## src/rtl/simon_byte_loader.sv

```systemverilog
// simon_byte_loader: assembles a byte-wide valid/ready stream into a SIMON 48/96
// key (M*N bits) or data block (2*N bits). Each completed word is offered to the
// core with a level request (newKey/newData). The request is held until the core
// answers with loadKey/loadData.
//
// Ports:
//   clk, nR              clock and asynchronous active-low reset
//   in_valid/in_ready    byte handshake; transfer = in_valid & in_ready
//   in_byte              payload, most-significant byte first
//   in_is_key            type of the transfer, sampled on its first byte
//   in_enc_dec           direction, sampled on the first data byte (1 = encrypt)
//   flush                synchronous abort of a partial transfer
//   loadKey, loadData    core capture acknowledges
//   newKey, newData      level requests to the core
//   enc_dec              direction of the pending or last block
//   KEY                  assembled key, KEY[M-1] holds the first bytes
//   blockIN              assembled block, blockIN[1] holds the first bytes
//   err_nokey            (SIMON_LOADER_KEYLOCK_EN only) one-cycle pulse when a
//                        data transfer is attempted before any key was loaded
//
// Optional feature macro: SIMON_LOADER_KEYLOCK_EN
module simon_byte_loader #(
   parameter int unsigned N  = 24,
   parameter int unsigned M  = 4,
   parameter int unsigned W  = 8,
   parameter int unsigned CB = 5
) (
   input  logic                  clk,
   input  logic                  nR,
   input  logic                  in_valid,
   output logic                  in_ready,
   input  logic [W-1:0]          in_byte,
   input  logic                  in_is_key,
   input  logic                  in_enc_dec,
   input  logic                  flush,
   input  logic                  loadKey,
   input  logic                  loadData,
   output logic                  newKey,
   output logic                  newData,
   output logic                  enc_dec,
`ifdef SIMON_LOADER_KEYLOCK_EN
   output logic                  err_nokey,
`endif
   output logic [M-1:0][N-1:0]   KEY,
   output logic [1:0][N-1:0]     blockIN
);

   localparam int unsigned KEY_W      = M * N;
   localparam int unsigned BLK_W      = 2 * N;
   localparam int unsigned KEY_BYTES  = KEY_W / W;
   localparam int unsigned DATA_BYTES = BLK_W / W;

   // Parameter sanity: whole bytes per word, and a counter wide enough for a key
   if (((BLK_W % W) != 0) || ((KEY_W % W) != 0)) begin : g_bad_width
      $error("simon_byte_loader: 2*N and M*N must be multiples of W");
   end
   if (KEY_BYTES >= (2 ** CB) || DATA_BYTES >= (2 ** CB)) begin : g_bad_cb
      $error("simon_byte_loader: CB too narrow for the byte count");
   end

   typedef enum logic [2:0] {
      IDLE      = 3'd0,
      FILL_KEY  = 3'd1,
      FILL_DATA = 3'd2,
      REQ_KEY   = 3'd3,
      REQ_DATA  = 3'd4
   } state_t;

   state_t             state_q, state_d;
   logic [CB-1:0]      count_q, count_d;
   logic [KEY_W-1:0]   key_q;
   logic [BLK_W-1:0]   blk_q;
   logic               in_ready_q, new_key_q, new_data_q, enc_dec_q;
   logic               xfer;
   logic               shift_key, shift_data, latch_dir;
   logic               key_done;

`ifdef SIMON_LOADER_KEYLOCK_EN
   logic               key_seen_q;
   logic               err_q, err_d;
`endif

   assign xfer = in_valid & in_ready_q;

   // Next-state and datapath enables
   always_comb begin
      state_d    = state_q;
      count_d    = count_q;
      shift_key  = 1'b0;
      shift_data = 1'b0;
      latch_dir  = 1'b0;
      key_done   = 1'b0;
`ifdef SIMON_LOADER_KEYLOCK_EN
      err_d      = 1'b0;
`endif
      unique case (state_q)
         IDLE: begin
            if (flush) begin
               count_d = '0;
            end else if (xfer) begin
               if (in_is_key) begin
                  shift_key = 1'b1;
                  count_d   = CB'(1);
                  state_d   = (KEY_BYTES == 1) ? REQ_KEY : FILL_KEY;
`ifdef SIMON_LOADER_KEYLOCK_EN
               end else if (!key_seen_q) begin
                  // Data before any loaded key: swallow the byte and flag it
                  err_d = 1'b1;
`endif
               end else begin
                  shift_data = 1'b1;
                  latch_dir  = 1'b1;
                  count_d    = CB'(1);
                  state_d    = (DATA_BYTES == 1) ? REQ_DATA : FILL_DATA;
               end
            end
         end
         FILL_KEY: begin
            if (flush) begin
               count_d = '0;
               state_d = IDLE;
            end else if (xfer) begin
               shift_key = 1'b1;
               count_d   = count_q + CB'(1);
               if (count_q == CB'(KEY_BYTES - 1)) state_d = REQ_KEY;
            end
         end
         FILL_DATA: begin
            if (flush) begin
               count_d = '0;
               state_d = IDLE;
            end else if (xfer) begin
               shift_data = 1'b1;
               count_d    = count_q + CB'(1);
               if (count_q == CB'(DATA_BYTES - 1)) state_d = REQ_DATA;
            end
         end
         REQ_KEY: begin
            if (loadKey) begin
               key_done = 1'b1;
               count_d  = '0;
               state_d  = IDLE;
            end
         end
         REQ_DATA: begin
            if (loadData) begin
               count_d = '0;
               state_d = IDLE;
            end
         end
         default: begin
            count_d = '0;
            state_d = IDLE;
         end
      endcase
   end

   // State register; handshake outputs are registered from the next state
   always_ff @(posedge clk or negedge nR) begin
      if (!nR) begin
         state_q    <= IDLE;
         count_q    <= '0;
         in_ready_q <= 1'b1;
         new_key_q  <= 1'b0;
         new_data_q <= 1'b0;
      end else begin
         state_q    <= state_d;
         count_q    <= count_d;
         in_ready_q <= (state_d != REQ_KEY) && (state_d != REQ_DATA);
         new_key_q  <= (state_d == REQ_KEY);
         new_data_q <= (state_d == REQ_DATA);
      end
   end

   // Shift registers: each accepted byte enters at the LSB end
   always_ff @(posedge clk or negedge nR) begin
      if (!nR) begin
         key_q     <= '0;
         blk_q     <= '0;
         enc_dec_q <= 1'b0;
      end else begin
         if (shift_key)  key_q     <= {key_q[KEY_W-W-1:0], in_byte};
         if (shift_data) blk_q     <= {blk_q[BLK_W-W-1:0], in_byte};
         if (latch_dir)  enc_dec_q <= in_enc_dec;
      end
   end

`ifdef SIMON_LOADER_KEYLOCK_EN
   // Key-seen flag is sticky until reset
   always_ff @(posedge clk or negedge nR) begin
      if (!nR) begin
         key_seen_q <= 1'b0;
         err_q      <= 1'b0;
      end else begin
         if (key_done) key_seen_q <= 1'b1;
         err_q <= err_d;
      end
   end
   assign err_nokey = err_q;
`else
   logic unused_key_done;
   assign unused_key_done = key_done;
`endif

   assign in_ready = in_ready_q;
   assign newKey   = new_key_q;
   assign newData  = new_data_q;
   assign enc_dec  = enc_dec_q;
   assign KEY      = key_q;
   assign blockIN  = blk_q;

endmodule
```

## config.mk

```make
export PLATFORM = sky130hd
export DESIGN_NAME = simon_byte_loader
export DESIGN_NICKNAME = d
export VERILOG_FILES = /design/src/rtl/simon_byte_loader.sv
export SDC_FILE = /design/constraint.sdc
export NUM_CORES = 1
export LEC_CHECK = 0
export ABC_AREA = 1
export ABC_CLOCK_PERIOD_IN_PS = 1700
export CORE_UTILIZATION = 45
export DETAILED_ROUTE_END_ITERATION = 12
export PLACE_DENSITY = 0.75
export SLEW_MARGIN = 10
export SYNTH_ARGS = -nofsm -noshare
export SYNTH_HDL_FRONTEND = slang
export SYNTH_SLANG_ARGS = --single-unit
```

## constraint.sdc

```tcl
create_clock -name clk -period 1.7 [get_ports clk]
set_input_delay 0.17 -clock clk [delete_from_list [all_inputs] [get_ports clk]]
set_output_delay 0.17 -clock clk [all_outputs]
set_load 0.05 [all_outputs]
```

==> flow_summary.ini, run 1 <==
[synthesis]
synth-main-ff-cell = dfrtp_1
synth_fp_nets = 739
yosysWarnings = 0
seq_area_frac_synth_pct = 61.8
synth.distinct_cells = 19
netlist.area_leader.share_pct = 61.4
synth_area_leader_cell = dfrtp_1
synthTopCellsByArea = dfrtp_1, nand2_1, nand3_1
synth_cells = 721
synth_edf_count = 0
async_reset_ff_share_pct = 100
syn_area_per_cell_um2 = 8.76
syn_area_um2 = 6310
synth-seq-cells = 156

[routing]
vias = 5413
drt_iter0_drc = 462
drt-total-wl_um = 16300
via_per_inst = 5.08
route.detailed.drc = 0
ant_nets = 0
dr.pass1.iters = 7
wl_per_cell_um = 15.3

[die]
rows = 42
die_h_um = 120
core_area_um2 = 13500
die_area_um2 = 14500
ios = 164
fp.dieW_um = 120
initial_core_util_pct = 46.9

[cells_and_area]
diodes = 0
nets = 898
area_growth_pct = 36.9
drive_above_1_share_pct = 16.1
final_area_um2 = 8640
finalNonFillerCells = 1066

[place]
gp_congestion = 0.811
io_buffers = 163
postPlaceCellArea_um2 = 8050
place_inst = 1035
dp_hpwl_um = 11100

[sta]
tns_ns = 0
holdWs_ns = 0.238
rsz0062_at_grt = false
fin_crit_sh_pct = 95.4
finalSetupViolCount = 0
slew_headroom_pct = 66.2
timing.fmax_ghz = 0.617
hold_viol_final = 0
clock_skew_ns = 0.00819
slew_violations = 0
worstMarginPinSlew_ns = 0.509
fin_crit_ns = 1.62

[min_path]
hp-class = in -> async

[pwr]
power_density_nw_per_um2 = 2340
power_leakage_nw = 4.90
vdd_drop_max_v = 0.00164

[critical_path]
crit_path_end_kind = flop
reg2reg_setup_slack_ns = 0.08
regToRegStartpoint = state_q[2]$_DFF_PN0_
critPathArrivalTime_ns = 1.94
critPathLaunchType = flop
critPathKind = reg -> reg
crit_required_ns = 2.02
startpoint = state_q[2]$_DFF_PN0_
critPathMaxFanout = 24

[status]
status = finished clean

[cts]
numClockSinks = 156
cts_buffer_depth = 2
numCtsBuffers = 17
post-cts-setup-buffers = 0
root_buffer = clkbuf_16
path_clk_slew_ns = 0.06
cts_tree = done
htreeDepth = 4
clk_latency_ns = 0.42

[global_routing]
gr-total-overflow = 0
gr-usage-all-layers_pct = 23.2
grt_pass1_wl_um = 26000
grt_pass1_vias = 5107
antenna_found_initial = 0
grt_max_degree = 52

[run]
maxCapViolCount = 0
## per-stage QoR
| stage | setup WS (ns) | utilization (%) | power (mW) |
|---|---|---|---|
| 6_report | 0.0786 | 64.3 | 20.2 |
| 5_1_grt | 0.00970 | 64.3 | 21.1 |
| 4_1_cts | 0.0553 | 64.0 | 20.4 |
| 3_5_place_dp | 0.0270 | 59.8 | 16.7 |
| 3_3_place_gp | 0.0411 | 59.8 | 16.4 |
| 2_1_floorplan | 0.00849 | - | 12.9 |
## kinds of logic after synthesis
logic type | count (synthesis) | synth area share (%)
adders and majority gates | 2 | 0.396
buffers and inverters | 66 | 4.48
DFF | 156 | 61.8
AOI/OAI and AO/OA | 22 | 1.96
and+or+nand+nor | 475 | 31.3
## area by class of cell
class | instances | area [um2]
sequential | 156 | 3910
tap | 176 | 220
inverter | 21 | 78.8
clock inverter | 6 | 159
multi-input combinational | 499 | 2150
clock buffer | 23 | 478
timing repair buffer | 185 | 1650
fill | 1160 | 4810
## final timing paths
kind	end	depth (start not counted)
setup / recovery	blockIN[12]$_DFFE_PN0P_	9
hold / removal	KEY[41]$_DFFE_PN0P_	2
setup reg to reg	blockIN[12]$_DFFE_PN0P_	9
hold reg to reg	KEY[92]$_DFFE_PN0P_	2
max in group asynchronous	in_ready$_DFF_PN1_	3
min in group clk	enc_dec$_DFFE_PN0P_	3
## metal layers
layer	GRT usage [%]	wire length (um)	vias to the layer above
met5	0	0	-
met2	36.5	7990	182
li1	-	-	2627
met3	7.12	1110	20
met4	8.41	256	0
met1	30.5	6980	2584
## worst max-delay path, cell delays in order (launching register included)
cell	delay [ns]
dfrtp_1	0.40
inv_2	0.14
nand2_2	0.11
nor2_2	0.18
nand2_1	0.08
nand2_2	0.12
nand2_2	0.13
clkbuf_16	0.22
nand2_1	0.07
nand2_1	0.05
## placed cells by master (no fill, tap or decap), types with 2 or more instances in the layout
cell type / Yosys / final
nand2_2: 0 / 3
nand4_1: 5 / 5
buf_12: 0 / 10
bufinv_16: 0 / 5
clkbuf_1: 21 / 3
a21oi_1: 10 / 10
clkbuf_16: 0 / 18
nor2_1: 23 / 22
inv_1: 17 / 17
clkdlybuf4s50_1: 0 / 14
nand2_1: 303 / 299
dfrtp_1: 155 / 155
clkbuf_8: 0 / 3
ha_1: 2 / 2
dlygate4sd2_1: 0 / 65
o21ai_0: 10 / 10
buf_4: 2 / 93
nand3_1: 142 / 142
inv_2: 3 / 3
## power breakdown
| part | total (mW) | internal [mW] | switching, mW | leakage (nW) |
|---|---|---|---|---|
| Combinational | 9.64 | 2.44 | 7.20 | 2.55 |
| Clock | 4.11 | 2.70 | 1.41 | 0.310 |
| Sequential | 6.48 | 5.20 | 1.28 | 2.04 |
| Total | 20.2 | 10.3 | 9.89 | 4.90 |
## synthesized netlist by cell type (2+ instances only)
cell type,n
nand2_1,303
dfrtp_1,155
nand3_1,142
nor2_1,23
buf_2,22
clkbuf_1,21
inv_1,17
a21oi_1,10
o21ai_0,10
nand4_1,5
inv_2,3
buf_4,2
ha_1,2
## what timing repair did
action,in CTS,in global routing
endpoints found under the hold margin,43,0
resized for setup,65,2
pin swaps,0,1
gates cloned,0,1
setup endpoints to repair,65,34
hold buffers,1,0
## sequential cells by signal, summed over array words and instances (netlist names)
signal and cells:
KEY 96, blockIN 48, count_q 5, state_q 3, enc_dec 1, in_ready 1
newData 1, newKey 1
No activity file was read; power rests on OpenSTA's default activity.
==> inputs of run 2 (changes only) <==
--- a/config.mk
+++ b/config.mk
@@ -5,11 +5,12 @@
 export SDC_FILE = /design/constraint.sdc
 export NUM_CORES = 1
 export LEC_CHECK = 0
-export ABC_AREA = 1
 export ABC_CLOCK_PERIOD_IN_PS = 1700
-export CORE_UTILIZATION = 45
+export CELL_PAD_IN_SITES_DETAIL_PLACEMENT = 1
+export CELL_PAD_IN_SITES_GLOBAL_PLACEMENT = 1
+export CORE_UTILIZATION = 40
 export DETAILED_ROUTE_END_ITERATION = 12
-export PLACE_DENSITY = 0.75
+export PLACE_DENSITY_LB_ADDON = 0.1
 export SLEW_MARGIN = 10
 export SYNTH_ARGS = -nofsm -noshare
 export SYNTH_HDL_FRONTEND = slang
==> run 2 against run 1 <==
- worst setup slack got worse by 0.095 ns
- non-clock buffer count rose by 14
- clock skew barely moved
- largest cell class unchanged
- first-iteration DRC count fell by 66%
- combinational power fell by 7.8%
- fmax fell by 5.5%
- the run now ends with setup timing left
- routed wire length fell by 5.3%
- critical path depth fell by 3
- area after synthesis fell by 1.3%
- design area rose by 3.9%
==> flow_summary.ini, run 2 <==
[status]
status = finished, violations left
violations = setup timing

[die]
die_h_um = 127
core_area_um2 = 15200
initial_core_util_pct = 41.0
rows = 45
die_area_um2 = 16100
ios = 164
fp.dieW_um = 127

[cells_and_area]
layout_commonest_cell = dfrtp_1
area_growth_pct = 44.1
drive_above_1_share_pct = 46.4
nets = 596
final_cell_mix = dfrtp_1, buf_4, dlygate4sd2_1, mux2_2, mux2_4
diodes = 0
final_area_um2 = 8980
finalNonFillerCells = 779
largest_reg_flops = 96
final.fill_count = 1422

[sta]
holdWs_ns = 0.236
timing.fmax_ghz = 0.583
fin_crit_ns = 1.72
slew_violations = 0
clock_skew_ns = 0.00850
hold_viol_final = 0
worstMarginPinSlew_ns = 0.515
finalSetupViolCount = 8
fin_crit_sh_pct = 101
timing.final.ws_setup_ns = -0.0161
slew_headroom_pct = 65.8
rsz0062_at_grt = true

[place]
io_buffers = 163
place_inst = 734
postPlaceCellArea_um2 = 8060
dp_slack_ns = -0.224
gp_congestion = 0.759
dp_hpwl_um = 10100

[cts]
path_clk_slew_ns = 0.07
cts_buffer_depth = 2
cts_tree = done
numClockSinks = 156
numCtsBuffers = 17
htreeDepth = 4
root_buffer = clkbuf_16
clk_latency_ns = 0.42

[synthesis]
syn_area_um2 = 6230
yosys-top-cells-count = dfrtp_1, mux2_2, mux2_1
syn_area_per_cell_um2 = 16.5
synth.distinct_cells = 41
synth_area_leader_cell = dfrtp_1
synth_edf_count = 0
synth-main-ff-cell = dfrtp_1
netlist.area_leader.share_pct = 62.2
seq_area_frac_synth_pct = 62.6
synth_cells = 378
synth.most_common_cell = dfrtp_1
synthTopCellsByArea = dfrtp_1, mux2_2, mux2_1
synth-seq-cells = 156
synth_fp_nets = 396
async_reset_ff_share_pct = 100
yosysWarnings = 0

[routing]
drt_iter0_drc = 155
ant_nets = 0
dr.pass1.iters = 4
wl_per_cell_um = 19.9
route.detailed.drc = 0
drt-total-wl_um = 15500
vias = 3912
via_per_inst = 5.02

[global_routing]
grt_pass1_wl_um = 23800
grt_max_degree = 49
gr-usage-all-layers_pct = 19.4
antenna_found_initial = 1
grt_pass1_vias = 4189
gr-total-overflow = 0

[min_path]
hp-class = in -> async

[critical_path]
critPathArrivalTime_ns = 2.02
crit_path_end_kind = flop
ff2ff_path_depth = 6
crit_required_ns = 2.00
critPathMaxFanout = 12
critPathKind = reg -> reg
critPathLaunchType = flop

[pwr]
power_leakage_nw = 4.46
power_density_nw_per_um2 = 2160
vdd_drop_max_v = 0.00139

[run]
maxCapViolCount = 0
-- run 2: report_power, final --
part,total (mW),internal [mW],switching [mW]
Clock,4.35,2.80,1.55
Combinational,8.89,2.87,6.02
Sequential,6.20,5.06,1.14
Total,19.4,10.7,8.71
-- run 2: kinds of logic after synthesis --
group,share of synthesized area [%]
AO/OA/AOI/OAI,2.71
XOR/XNOR,0.281
adder cells (fa/ha/maj),0.401
buffers and inverters,2.77
flip-flops,62.6
multiplexers,27.6
AND/OR/NAND/NOR,3.65
-- run 2: final cells by class --
type	count	area [um2]	share of cell area (%)
tap	188	235	2.62
multi-input combinational	200	2310	25.8
timing repair buffer	199	1830	20.4
clock buffer	18	439	4.89
inverter	4	15.0	0.167
sequential	156	3910	43.5
clock inverter	14	241	2.69
-- run 2: what timing repair did --
action,CTS,global route
hold buffers,1,0
endpoints found under the setup margin,110,119
pin swaps,0,6
resized for setup,75,37
hold endpoints to repair,36,0
buffers inserted,0,7
gates cloned,0,5
-- run 2: metal layers --
metal / GRT usage, % / vias to the layer above / routed length (um)
li1: - / 1762 / -
met1: 25.3 / 2024 / 6880
met2: 30.8 / 110 / 7470
met3: 6.50 / 14 / 947
met4: 6.09 / 2 / 163
met5: 0 / - / 13
-- run 2: final timing paths --
kind                            slack [ns]               startpoint                 endpoint
min in group clk                      0.37               in_enc_dec      enc_dec$_DFFE_PN0P_
worst max-delay path                 -0.02       in_ready$_DFF_PN1_       KEY[8]$_DFFE_PN0P_
worst min-delay path                  0.24                       nR  blockIN[43]$_DFFE_PN0P_
worst max register to register       -0.02       in_ready$_DFF_PN1_       KEY[8]$_DFFE_PN0P_
max in group asynchronous             0.79                       nR       in_ready$_DFF_PN1_
worst min register to register        0.51  blockIN[41]$_DFFE_PN0P_  blockIN[41]$_DFFE_PN0P_
-- run 2: worst max-delay path: stages (launching register included) --
cell and delay, ns:
dfstp_2 0.53, and2_4 0.16, nand3b_4 0.09, nor2_4 0.11, buf_12 0.17, clkbuf_16 0.20
mux2_2 0.34
-- run 2: stage by stage --
step	TNS (ns)	power (mW)	util, %
after floorplan	-12.73	12.1	-
after global placement	-20.39	15.2	53.0
after detailed placement	-24.88	15.4	53.0
after CTS	-0.590	19.4	57.1
after global routing	-4.80	20.2	59.1
final	-0.0621	19.4	59.1
